--- config.mk ---
export PLATFORM = sky130hd
export DESIGN_NAME = lc3_decode_stage
export DESIGN_NICKNAME = d
export VERILOG_FILES = /design/src/rtl/lc3_decode_stage.sv
export SDC_FILE = /design/constraint.sdc
export NUM_CORES = 1
export LEC_CHECK = 0
export BUFFER_PORTS_ARGS = -buffer_cell sky130_fd_sc_hd__buf_2
export CORE_MARGIN = 2
export CORE_UTILIZATION = 48
export CTS_BUF_LIST = sky130_fd_sc_hd__clkbuf_8
export DETAILED_ROUTE_END_ITERATION = 12
export PLACE_DENSITY = 0.89
export SETUP_SLACK_MARGIN = 0.3
export SLEW_MARGIN = 30
export SYNTH_ARGS = -nofsm -noshare
export SYNTH_HDL_FRONTEND = slang
export SYNTH_SLANG_ARGS = --single-unit
--- constraint.sdc ---
create_clock -name clock -period 0.95 [get_ports clock]
set_input_delay 0.095 -clock clock [delete_from_list [all_inputs] [get_ports clock]]
set_output_delay 0.095 -clock clock [all_outputs]
set_load 0.02 [all_outputs]
--- src/rtl/lc3_decode_stage.sv ---
// lc3_decode_stage: registers the fetched LC3 instruction and npc and decodes the
// execute/writeback/memory control words for the execute stage.
module lc3_decode_stage #(
    parameter int DATA_W = 16
) (
    input  logic              clock,
    input  logic              reset,
    input  logic              enable_decode,
    input  logic [DATA_W-1:0] dout,
    input  logic [DATA_W-1:0] npc_in,
    output logic [DATA_W-1:0] IR,
    output logic [DATA_W-1:0] npc_out,
    output logic [5:0]        E_Control,
    output logic [1:0]        W_Control,
    output logic              Mem_Control,
    output logic              illegal_op,
    output logic              decode_valid
);
    logic [3:0]        op;
    logic [DATA_W-1:0] ir_q, npc_q;
    logic [5:0]        e_d, e_q;
    logic [1:0]        w_d, w_q, alu_d, pcs1_d;
    logic              mem_d, mem_q, ill_d, ill_q, valid_q, off9, op2_d;
    assign op = dout[15:12];
    // Unsupported opcodes leave every control field at zero.
    always_comb begin
        ill_d  = op inside {4'b0100, 4'b1000, 4'b1101, 4'b1111};
        off9   = op inside {4'b0000, 4'b0010, 4'b1010, 4'b0011, 4'b1011, 4'b1110};
        alu_d  = op == 4'b0101 ? 2'b01 : op == 4'b1001 ? 2'b10 : 2'b00;
        pcs1_d = off9 ? 2'b01 : (op == 4'b0110 || op == 4'b0111) ? 2'b10 :
                 op == 4'b1100 ? 2'b11 : 2'b00;
        op2_d  = (op == 4'b0001 || op == 4'b0101) && !dout[5];
        e_d    = {alu_d, pcs1_d, off9, op2_d};
        w_d    = (op inside {4'b0010, 4'b0110, 4'b1010}) ? 2'b01 : op == 4'b1110 ? 2'b10 : 2'b00;
        mem_d  = op == 4'b1010 || op == 4'b1011;
    end
    always_ff @(posedge clock) begin
        if (reset) begin
            ir_q    <= '0;
            npc_q   <= '0;
            e_q     <= '0;
            w_q     <= '0;
            mem_q   <= 1'b0;
            ill_q   <= 1'b0;
            valid_q <= 1'b0;
        end else begin
            valid_q <= enable_decode;
            if (enable_decode) begin
                ir_q  <= dout;
                npc_q <= npc_in;
                e_q   <= e_d;
                w_q   <= w_d;
                mem_q <= mem_d;
                ill_q <= ill_d;
            end
        end
    end
    assign IR           = ir_q;
    assign npc_out      = npc_q;
    assign E_Control    = e_q;
    assign W_Control    = w_q;
    assign Mem_Control  = mem_q;
    assign illegal_op   = ill_q;
    assign decode_valid = valid_q;
endmodule
==> results of run 1 <==
synthesized netlist by cell type:
master,count
a21oi_1,7
a311oi_1,1
nor2b_1,1
or2_1,1
nand4_1,1
nor3b_1,1
nand2_1,3
a211oi_1,1
buf_2,4
nand3b_1,1
o311a_4,1
nor3b_2,1
nand2b_1,7
dfxtp_1,43
inv_1,1
a211oi_2,2
buf_6,2
and2b_2,1
nand4b_1,1
clkbuf_1,4
nand3_1,3
nor4b_2,1
and2b_1,1
nor2_1,36
a31oi_1,1
buf_4,5
mux2i_1,33
per-layer routing:
metal | vias up | routed length (um) | track usage, %
li1 | 718 | - | -
met1 | 690 | 1657 | 21.90
met2 | 40 | 2313 | 41.49
met3 | 5 | 189 | 5.000
met4 | 0 | 49 | 6.522
met5 | - | 0 | 0
sequential cells by signal, indices dropped and copies added, names as in the netlist:
name and count:
decode_valid 1, Mem_Control 1, IR 16, illegal_op 1, W_Control 2, E_Control 6, npc_out 16
cell usage in the layout, fill, tap and decap left out, types with 2 or more instances in the layout:
cell type	instances
a211oi_2	2
a21oi_1	5
a21oi_2	2
buf_12	4
buf_2	33
buf_4	8
buf_6	48
clkbuf_8	5
dfxtp_2	42
inv_1	3
mux2i_1	33
nand2_1	3
nand2b_1	5
nand2b_4	2
nand3_1	2
nor2_1	33
nor2_4	2
nor3b_2	2
cells by family after synthesis:
family                 after synthesis  synth area share [%]
AOI/OAI and AO/OA                   13                 6.162
buffers and inverters               16                 5.865
DFF                                 43                 51.08
muxes                               33                 19.60
and+or+nand+nor                     59                 17.30
power by group:
| group | internal [mW] | switching (mW) |
|---|---|---|
| registers | 1.92 | 0.0735 |
| clock network | 0.494 | 0.578 |
| logic | 0.420 | 0.376 |
| total | 2.83 | 1.03 |
worst paths after layout:
path	startpoint	end	slack, ns	depth (start not counted)
max	E_Control[1]	E_Control[1]	0.09	1
min	npc_in[15]	npc_out[15]	0.04	3
max reg2reg	E_Control[1]	E_Control[1]	0.16	4
min reg2reg	E_Control[4]	E_Control[4]	0.49	2
metrics by stage:
stage	cell area [sq um]	utilization, %	hold slack [ns]	cells	power (mW)
detailed placement	2141	63.65	0.3400	277	2.606
global route	2688	79.91	0.04204	296	4.023
finish	2688	79.91	0.03695	296	3.861
CTS	2557	76.04	0.03397	287	3.814
floorplan	1783	-	0.2422	164	2.421
global placement	2141	63.65	0.3265	277	2.591
what timing repair did:
action | in CTS | in global routing
setup buffers | 2 | 9
hold buffers | 0 | 0
hold endpoints to repair | 0 | 0
endpoints found under the setup margin | 46 | 65
resized for setup | 125 | 14
pin swaps | 4 | 7
layout make-up:
type,instances,area share (%)
sequential,43,34.12
timing repair buffer,93,31.47
multi-input combinational,105,29.10
clock buffer,5,2.561
tap,46,2.142
clock inverter,3,0.4655
inverter,1,0.1397
==> impl_results.md, run 1 <==
- Initial Utilization: 50.11%
- Leakage: 1.265 nW
- WP buf/inv: 1
- Die Span Y: 63.26 um
- Endpoints failing setup: 0
- Synth top area share: 51.08%
- H-tree depth: 2
- Slew HR: ~86%
- I/O Pins: just under 80
- Critical path arrival: about 0.76 ns
- Outcome: finished, final reports clean
- Via count: 1453
- Final WL: 4.209 mm
- Final hold violations: 0
- Pre-CTS setup slack: -0.01029 ns
- FP Rows: 21
- Largest net degree at the start of global routing: 29
- Area of the multi-input gates: slightly below 800 sq um
- CP Capture Type: primary output
- Tcrit/Tclk final: 90.52%
- CTS clk-pin slew, worst paths: 0.08 ns
- Min Tclk post-route: 0.8599 ns
- CP max stage delay: 0.36 ns
- Via density: a little under 5
- Clk buf depth: 2
- Critical path fanouts, max: 2
- Vias in the first global route: around 1500
- Layout cells sized above 1: 63.20%
- CP required: between 0.8 and 0.9 ns
- Final setup TNS: 0 ns
- Buffers added on ports: 77
- WS Path Type: register to primary output
- Core Footprint: 3363 sq um
- Antenna Nets Post-Route: 0
- Ys Warns: 0
- Clock Tree Root: clkbuf_8
- Layout area overhead: 59.47%
- Hold Path Class: input port to register
- DR pass1 iterations: 3
- Pwr Density: 1437 nW/um^2
- Sequential element share of the synthesized area: 51.08%
- GRT overflow: 0
- Synth area leader: dfxtp_1
- Worst path top cell family by delay: flip-flops
- RSZ-0062 raised after global routing: yes
- Max Clock Freq: 1163 MHz
- Critical-path cell list: buf_6
- Worst skew pair latency: 0.29 ns
- Wire length per cell: about 14 um
- Tot GR Track Use: about a fifth
- Synth Instances: 164
- DR iter-0 viols: 122
- TritonCTS buffer count: 5
- Number of antenna diodes: 0
- Seq. cell area: 917.1 sq um
- Clock Skew: 0 ns
- # DRC: 0
- Detailed Place HPWL: 2.575 mm
- CP max-delay cell: dfxtp_2
- GP Congestion: 0.7437
- Die span in x: 63.26 um
- Filler Cells Inserted: 229
- Fin. max-slew vios: 0
- VDD IR max: 1.027 mV
- Actual slew at the worst max-slew pin: 0.2130 ns
- Initial antenna violation count: 0
- First-pass GRT wire length: 6.672 mm
- Post-Syn Area: 1685 sq um
- Net Count, Synth: 199
- Synth Area per Inst: 10.28 sq um
- Setup crit start kind: register
- CTS tree: yes
- MaxCap Viol Count: 0
- Area contributors post-synth: dfxtp_1 51%, mux2i_1 20%, nor2_1 8.0%, nand2b_1 2.6%, buf_4 2.2%
- Number of synthesized register bits: 43
- Post-synthesis cell type count: 27
- Die area: 4001 sq um
- Final worst slack: 0.09006 ns
- Final nets: 284
- Sink Count: 43
Note: power is estimated with default switching activity, not from simulation.
==> inputs of run 2 (changes only) <==
- RECOVER_POWER: default -> 25
==> run 2 against run 1 <==
  * Clock power hardly changed
  * Core utilization is 0.78 points lower
  * Worst setup slack worse by 0.023 ns
  * Cell area is 0.98% lower
  * Cell count stayed put
  * Combinational power is 1% lower
  * Clock skew stayed put
  * Critical path type unchanged
==> impl_results.md, run 2 (synthesis results as in run 1) <==
- Outcome: finished, final reports clean (unchanged)
- H-tree depth: 2 (unchanged)
- Endpoints failing setup: 0 (unchanged)
- Critical path arrival: 0.79 ns (was 0.76 ns)
- Die span in x: 63.26 um (unchanged)
- Critical-path cell list: buf_6 (unchanged)
- Dpl cell area: 2141 sq um (unchanged)
- Filler Cells Inserted: 239 (was 229)
- WP buf/inv: 1 (unchanged)
- Initial Utilization: 50.11% (unchanged)
- CP max-delay cell: dfxtp_1 (was dfxtp_2)
- WS Path Type: register to primary output (unchanged)
- First-pass GRT wire length: 6.672 mm (unchanged)
- Final core utilization: 79.13% (was 79.91%)
- Final nets: 284 (unchanged)
- Sink Count: 43 (unchanged)
- Most frequent cells in the layout: 48 x buf_6, 33 x dfxtp_2, 33 x mux2i_1, 33 x nor2_1, 32 x buf_2 (was 48 x buf_6, 42 x dfxtp_2, 33 x mux2i_1, 33 x nor2_1, 33 x buf_2)
- CP max stage delay: 0.37 ns (was 0.36 ns)
- Setup crit start: npc_out[9] (was E_Control[1])
- Die area: 4001 sq um (unchanged)
- Hold-critical path depth: 3 (unchanged)
- Final worst slack: 0.06712 ns (was 0.09006 ns)
- Hold_sp: npc_in[15] (unchanged)
- WL met2: 2.305 mm (was 2.313 mm)
- MaxCap Viol Count: 0 (unchanged)
- Design Area, Final: 2661 sq um (was 2688 sq um)
- Layout cells sized above 1: 59.60% (was 63.20%)
- Wire length per cell: 14.26 um (was 14.22 um)
- Slew HR: 69.21% (was 85.74%)
- Setup crit start kind: register (unchanged)
- Crit path capture: npc_out[9] (was E_Control[1])
- Vias in the first global route: 1486 (unchanged)
- Hold buffers post-CTS: 0 (unchanged)
- I/O Pins: 78 (unchanged)
- CP Capture Type: primary output (unchanged)
- Buffers added on ports: 77 (unchanged)
- Fin. max-slew vios: 0 (unchanged)
- Reg-to-Reg End: E_Control[1] (unchanged)
- Pwr Total: 3.848 mW (was 3.861 mW)
- Most common cell after layout, fill and taps aside: buf_6 (unchanged)
- Core Footprint: 3363 sq um (unchanged)
- Worst skew pair latency: 0.29 ns (about the same)
- Reg2reg start: E_Control[1] (unchanged)
- Number of antenna diodes: 0 (unchanged)
- Clock Skew: 0 ns (unchanged)
- Met3 WL: 207 um (was 189 um)
- Pwr Density: 1446 nW/um^2 (was 1437 nW/um^2)
- GRT overflow: 0 (unchanged)
- Antenna Nets Post-Route: 0 (unchanged)
- TritonCTS buffer count: 5 (unchanged)
- CP required: 0.85 ns (about the same)
- Pre-CTS setup slack: -0.01029 ns (unchanged)
- # DRC: 0 (unchanged)
- Clock Tree Root: clkbuf_8 (unchanged)
- DR iter-0 viols: 119 (was 122)
- Via count: 1452 (was 1453)
- Final hold violations: 0 (unchanged)
- Actual slew at the worst max-slew pin: 0.4619 ns (was 0.2130 ns)
- VDD IR max: 1.026 mV (was 1.027 mV)
- WL met1: 1.658 mm (was 1.657 mm)
- Hold Path Class: input port to register (unchanged)
- DR top layer: met4 (unchanged)
- Layout area overhead: 57.91% (was 59.47%)
- Worst path top cell family by delay: flip-flops (unchanged)
- Detailed Place HPWL: 2.575 mm (unchanged)
- DR pass1 iterations: 4 (was 3)
- Tot GR Track Use: 21.15% (unchanged)
- Tcrit/Tclk final: 92.93% (was 90.52%)
- Largest net degree at the start of global routing: 29 (unchanged)
- Clk buf depth: 2 (unchanged)
- GP Congestion: 0.7437 (unchanged)
- Critical path fanouts, max: 2 (unchanged)
- RSZ-0062 raised after global routing: yes (unchanged)
- R2R Setup Slk: 0.16 ns (about the same)
- CTS clk-pin slew, worst paths: 0.08 ns (about the same)
- Final WL: 4.221 mm (was 4.209 mm)
- Die Span Y: 63.26 um (unchanged)
- Leakage: 1.257 nW (was 1.265 nW)
- Via density: 4.905 (was 4.909)
- Max Clock Freq: 1133 MHz (was 1163 MHz)
- Min Tclk post-route: 0.8829 ns (was 0.8599 ns)
- Final setup TNS: 0 ns (unchanged)
- Critical Path Stages: 1 (unchanged)
- Worst Reg-to-Reg Cells: 4 (unchanged)
- CTS tree: yes (unchanged)
- FP Rows: 21 (unchanged)
- Initial antenna violation count: 0 (unchanged)
==> run 2: cell types whose count changed in the layout (fill, tap and decap cells not counted), sizes merged <==
cell    delta
buf        -2
clkbuf     +2
==> run 2: metrics by stage <==
stage          instances  hold WS [ns]
2_1_floorplan        164        0.2422
3_3_place_gp         277        0.3265
3_5_place_dp         277        0.3400
4_1_cts              287       0.03397
5_1_grt              296       0.04204
6_report             296       0.03713
==> run 2: metal layers <==
layer | GRT usage [%] | vias to the layer above
met1 | 21.90 | 686
met2 | 41.49 | 44
li1 | - | 717
met5 | 0 | -
met4 | 6.522 | 0
met3 | 5.000 | 5
==> run 2: layout make-up <==
cell class	instances	area, sq um	area share, %
Clock inverter	3	12.51	0.4701
Inverter	1	3.754	0.1410
Timing Repair Buffer	93	830.8	31.22
Clock buffer	5	68.82	2.586
Sequential cell	43	905.9	34.04
Multi-Input combinational cell	105	782.0	29.38
Tap cell	46	57.56	2.163
==> run 2: worst min-delay path by stage <==
stage / endpoint
floorplan: IR[0]
global placement: IR[3]
detailed placement: npc_out[14]
CTS: npc_out[3]
global route: npc_out[11]
finish: npc_out[15]
==> run 2: repair_timing <==
item,4_1_cts,5_1_grt
buffers inserted,2,9
setup endpoints to repair,46,65
pin swaps,4,7
resized for setup,125,14
==> run 2: where the power goes <==
part	internal (mW)	total, mW	switching (mW)
combinational	0.413	0.788	0.375
sequential	1.92	1.99	0.0736
clock	0.494	1.07	0.577
==> inputs of run 3 (changes only) <==
- CORE_UTILIZATION: 48 -> 51
- PLACE_DENSITY: 0.89 -> 0.93
- clock period: 0.95 -> 1.1 ns (I/O delays scaled with it)
==> run 3 against run 2 <==
  * Non-clock buffer count is 4 lower
  * Largest cell class unchanged
  * Cell count is 2.4% lower
  * Clock power is 6% higher
  * Worst setup slack better by 0.11 ns
  * Global-route usage is 0.86 points higher
  * Worst hold slack better by 0.018 ns
  * Via count is 2.3% lower
==> impl_results.md, run 3 (synthesis results as in run 1) <==
- Outcome: finished, final reports clean (unchanged)
- Tcrit/Tclk final: 83.46%
- Final WL: 4.058 mm (was 4.221 mm)
- CP required: 1.28 ns (was 0.85 ns)
- Most frequent cells in the layout: 43 x dfxtp_2, 43 x buf_6, 36 x nor2_1 (was 48 x buf_6, 33 x dfxtp_2, 33 x mux2i_1, 33 x nor2_1, 32 x buf_2)
- VDD IR max: 1.010 mV (was 1.026 mV)
- Dpl cell area: 2106 sq um (was 2141 sq um)
- RSZ-0062 raised after global routing: yes (unchanged)
- Clock Tree Root: clkbuf_8 (unchanged)
- FP Rows: 20 (was 21)
- Slew HR: 63.64% (was 69.21%)
- GRT overflow: 0 (unchanged)
- Largest net degree at the start of global routing: 26 (was 29)
- Design Area, Final: 2580 sq um (was 2661 sq um)
- Worst hold slack: 0.05560 ns (was 0.03713 ns)
- MaxCap Viol Count: 0 (unchanged)
- Final nets: 280 (was 284)
- Layout area overhead: 53.08% (was 57.91%)
- Sink Count: 43 (unchanged)
- Fin. max-slew vios: 0 (unchanged)
- Placed cells: 275 (was 277)
- TritonCTS buffer count: 5 (unchanged)
- Worst skew pair latency: 0.28 ns (was 0.29 ns)
- Clk buf depth: 2 (unchanged)
- Layout Cells excl Fill: 289 (was 296)
- Hold Path Class: input port to register (unchanged)
- Antenna Nets Post-Route: 0 (unchanged)
- CP Capture Type: register (was primary output)
- Core Footprint: 3103 sq um (was 3363 sq um)
- Endpoints failing setup: 0 (unchanged)
- Die area: 3780 sq um (was 4001 sq um)
- Critical path fanouts, max: 7 (was 2)
- Buffers added on ports: 77 (unchanged)
- Die Span Y: 61.49 um (was 63.26 um)
- Detailed Place HPWL: 2.391 mm (was 2.575 mm)
- WS Path Type: input port to register (was register to primary output)
- Layout cells sized above 1: 57.96% (was 59.60%)
- Seq. cell area: 914.6 sq um (was 905.9 sq um)
- Tot GR Track Use: 22.01% (was 21.15%)
- Pwr Density: 1355 nW/um^2 (was 1446 nW/um^2)
- Die span in x: 61.49 um (was 63.26 um)
- Clock Skew: 0 ns (unchanged)
- Via density: 4.907 (was 4.905)
- Area of the multi-input gates: 723.2 sq um (was 782.0 sq um)
- Final setup TNS: 0 ns (unchanged)
- Max Clock Freq: about 1100 MHz
- DR pass1 iterations: 7 (was 4)
- CTS clk-pin slew, worst paths: 0.07 ns (was 0.08 ns)
- # DRC: 0 (unchanged)
- Number of antenna diodes: 0 (unchanged)
- I/O Pins: 78 (unchanged)
- Via count: 1418 (was 1452)
- Critical path arrival: 1.10 ns (was 0.79 ns)
- Vias in the first global route: 1397 (was 1486)
- H-tree depth: 2 (unchanged)
- CTS tree: yes (unchanged)
- Initial antenna violation count: 0 (unchanged)
- DR iter-0 viols: 43 (was 119)
- Final hold violations: 0 (unchanged)
- Setup crit start kind: input port (was register)
- Hold buffers post-CTS: 0 (unchanged)
- Min Tclk post-route: 0.9180 ns
- Wire length per cell: 14.04 um (was 14.26 um)
- Actual slew at the worst max-slew pin: 0.5454 ns (was 0.4619 ns)
- Leakage: 1.222 nW (was 1.257 nW)
- Filler Cells Inserted: 198 (was 239)
- Initial Utilization: 54.31% (was 50.11%)
- First-pass GRT wire length: 6.085 mm (was 6.672 mm)
- GP Congestion: 0.7969 (was 0.7437)
[run 3: cell count changes in the layout (fill, tap and decap cells not counted), moves of 2 or more]
cell      delta
a21oi_2      -2
dfxtp_1      -9
dfxtp_2     +10
nor2_4       -2
nand2b_1     +2
nand2b_4     -2
clkbuf_2     -2
nor2_1       +3
buf_6        -5
a21oi_1      +2
[run 3: layout make-up]
type / count / area share (%)
clock buffer: 5 / 2.667
clock inverter: 2 / 1.309
inverter: 1 / 0.1455
multi-input combinational: 105 / 28.03
sequential: 43 / 35.45
tap: 44 / 2.134
timing repair buffer: 89 / 30.26
[run 3: per-stage QoR]
step | power [mW] | util (%) | setup slack, ns
3_3_place_gp | 2.225 | 67.86 | 0.1630
5_1_grt | 3.638 | 83.15 | 0.1115
6_report | 3.496 | 83.15 | 0.1820
2_1_floorplan | 2.059 | - | 0.2740
4_1_cts | 3.500 | 82.30 | 0.2304
3_5_place_dp | 2.242 | 67.86 | 0.08914
[run 3: worst max-delay path, cell delays in order]
cell,delay [ns]
clkbuf_1,0.41
buf_4,0.28
mux2i_1,0.23
nor2_1,0.06
[run 3: timing repair]
item                                    in CTS  in global routing
pin swaps                                    0                  1
endpoints found under the setup margin      43                 45
resized for setup                          129                  1
buffers inserted                             3                  4
[run 3: metal layers]
metal | vias to the layer above | GRT usage, % | routed length (um)
met5 | - | 0 | 0
met4 | 0 | 8.207 | 47
met3 | 5 | 5.882 | 206
met2 | 51 | 39.10 | 2159
met1 | 655 | 25.16 | 1645
li1 | 707 | - | -
[run 3: worst paths after layout]
check	from	to	slack, ns	depth (start not counted)
setup / recovery	enable_decode	IR[6]	0.18	4
setup reg to reg	IR[6]	IR[6]	0.33	3
hold reg to reg	E_Control[4]	E_Control[4]	0.47	2
hold / removal	npc_in[13]	npc_out[13]	0.06	3
[run 3: report_power, final]
part / switching, mW / internal (mW) / total, mW
sequential: 0.0623 / 1.66 / 1.72
combinational: 0.313 / 0.334 / 0.647
clock: 0.472 / 0.656 / 1.13
total: 0.847 / 2.65 / 3.50
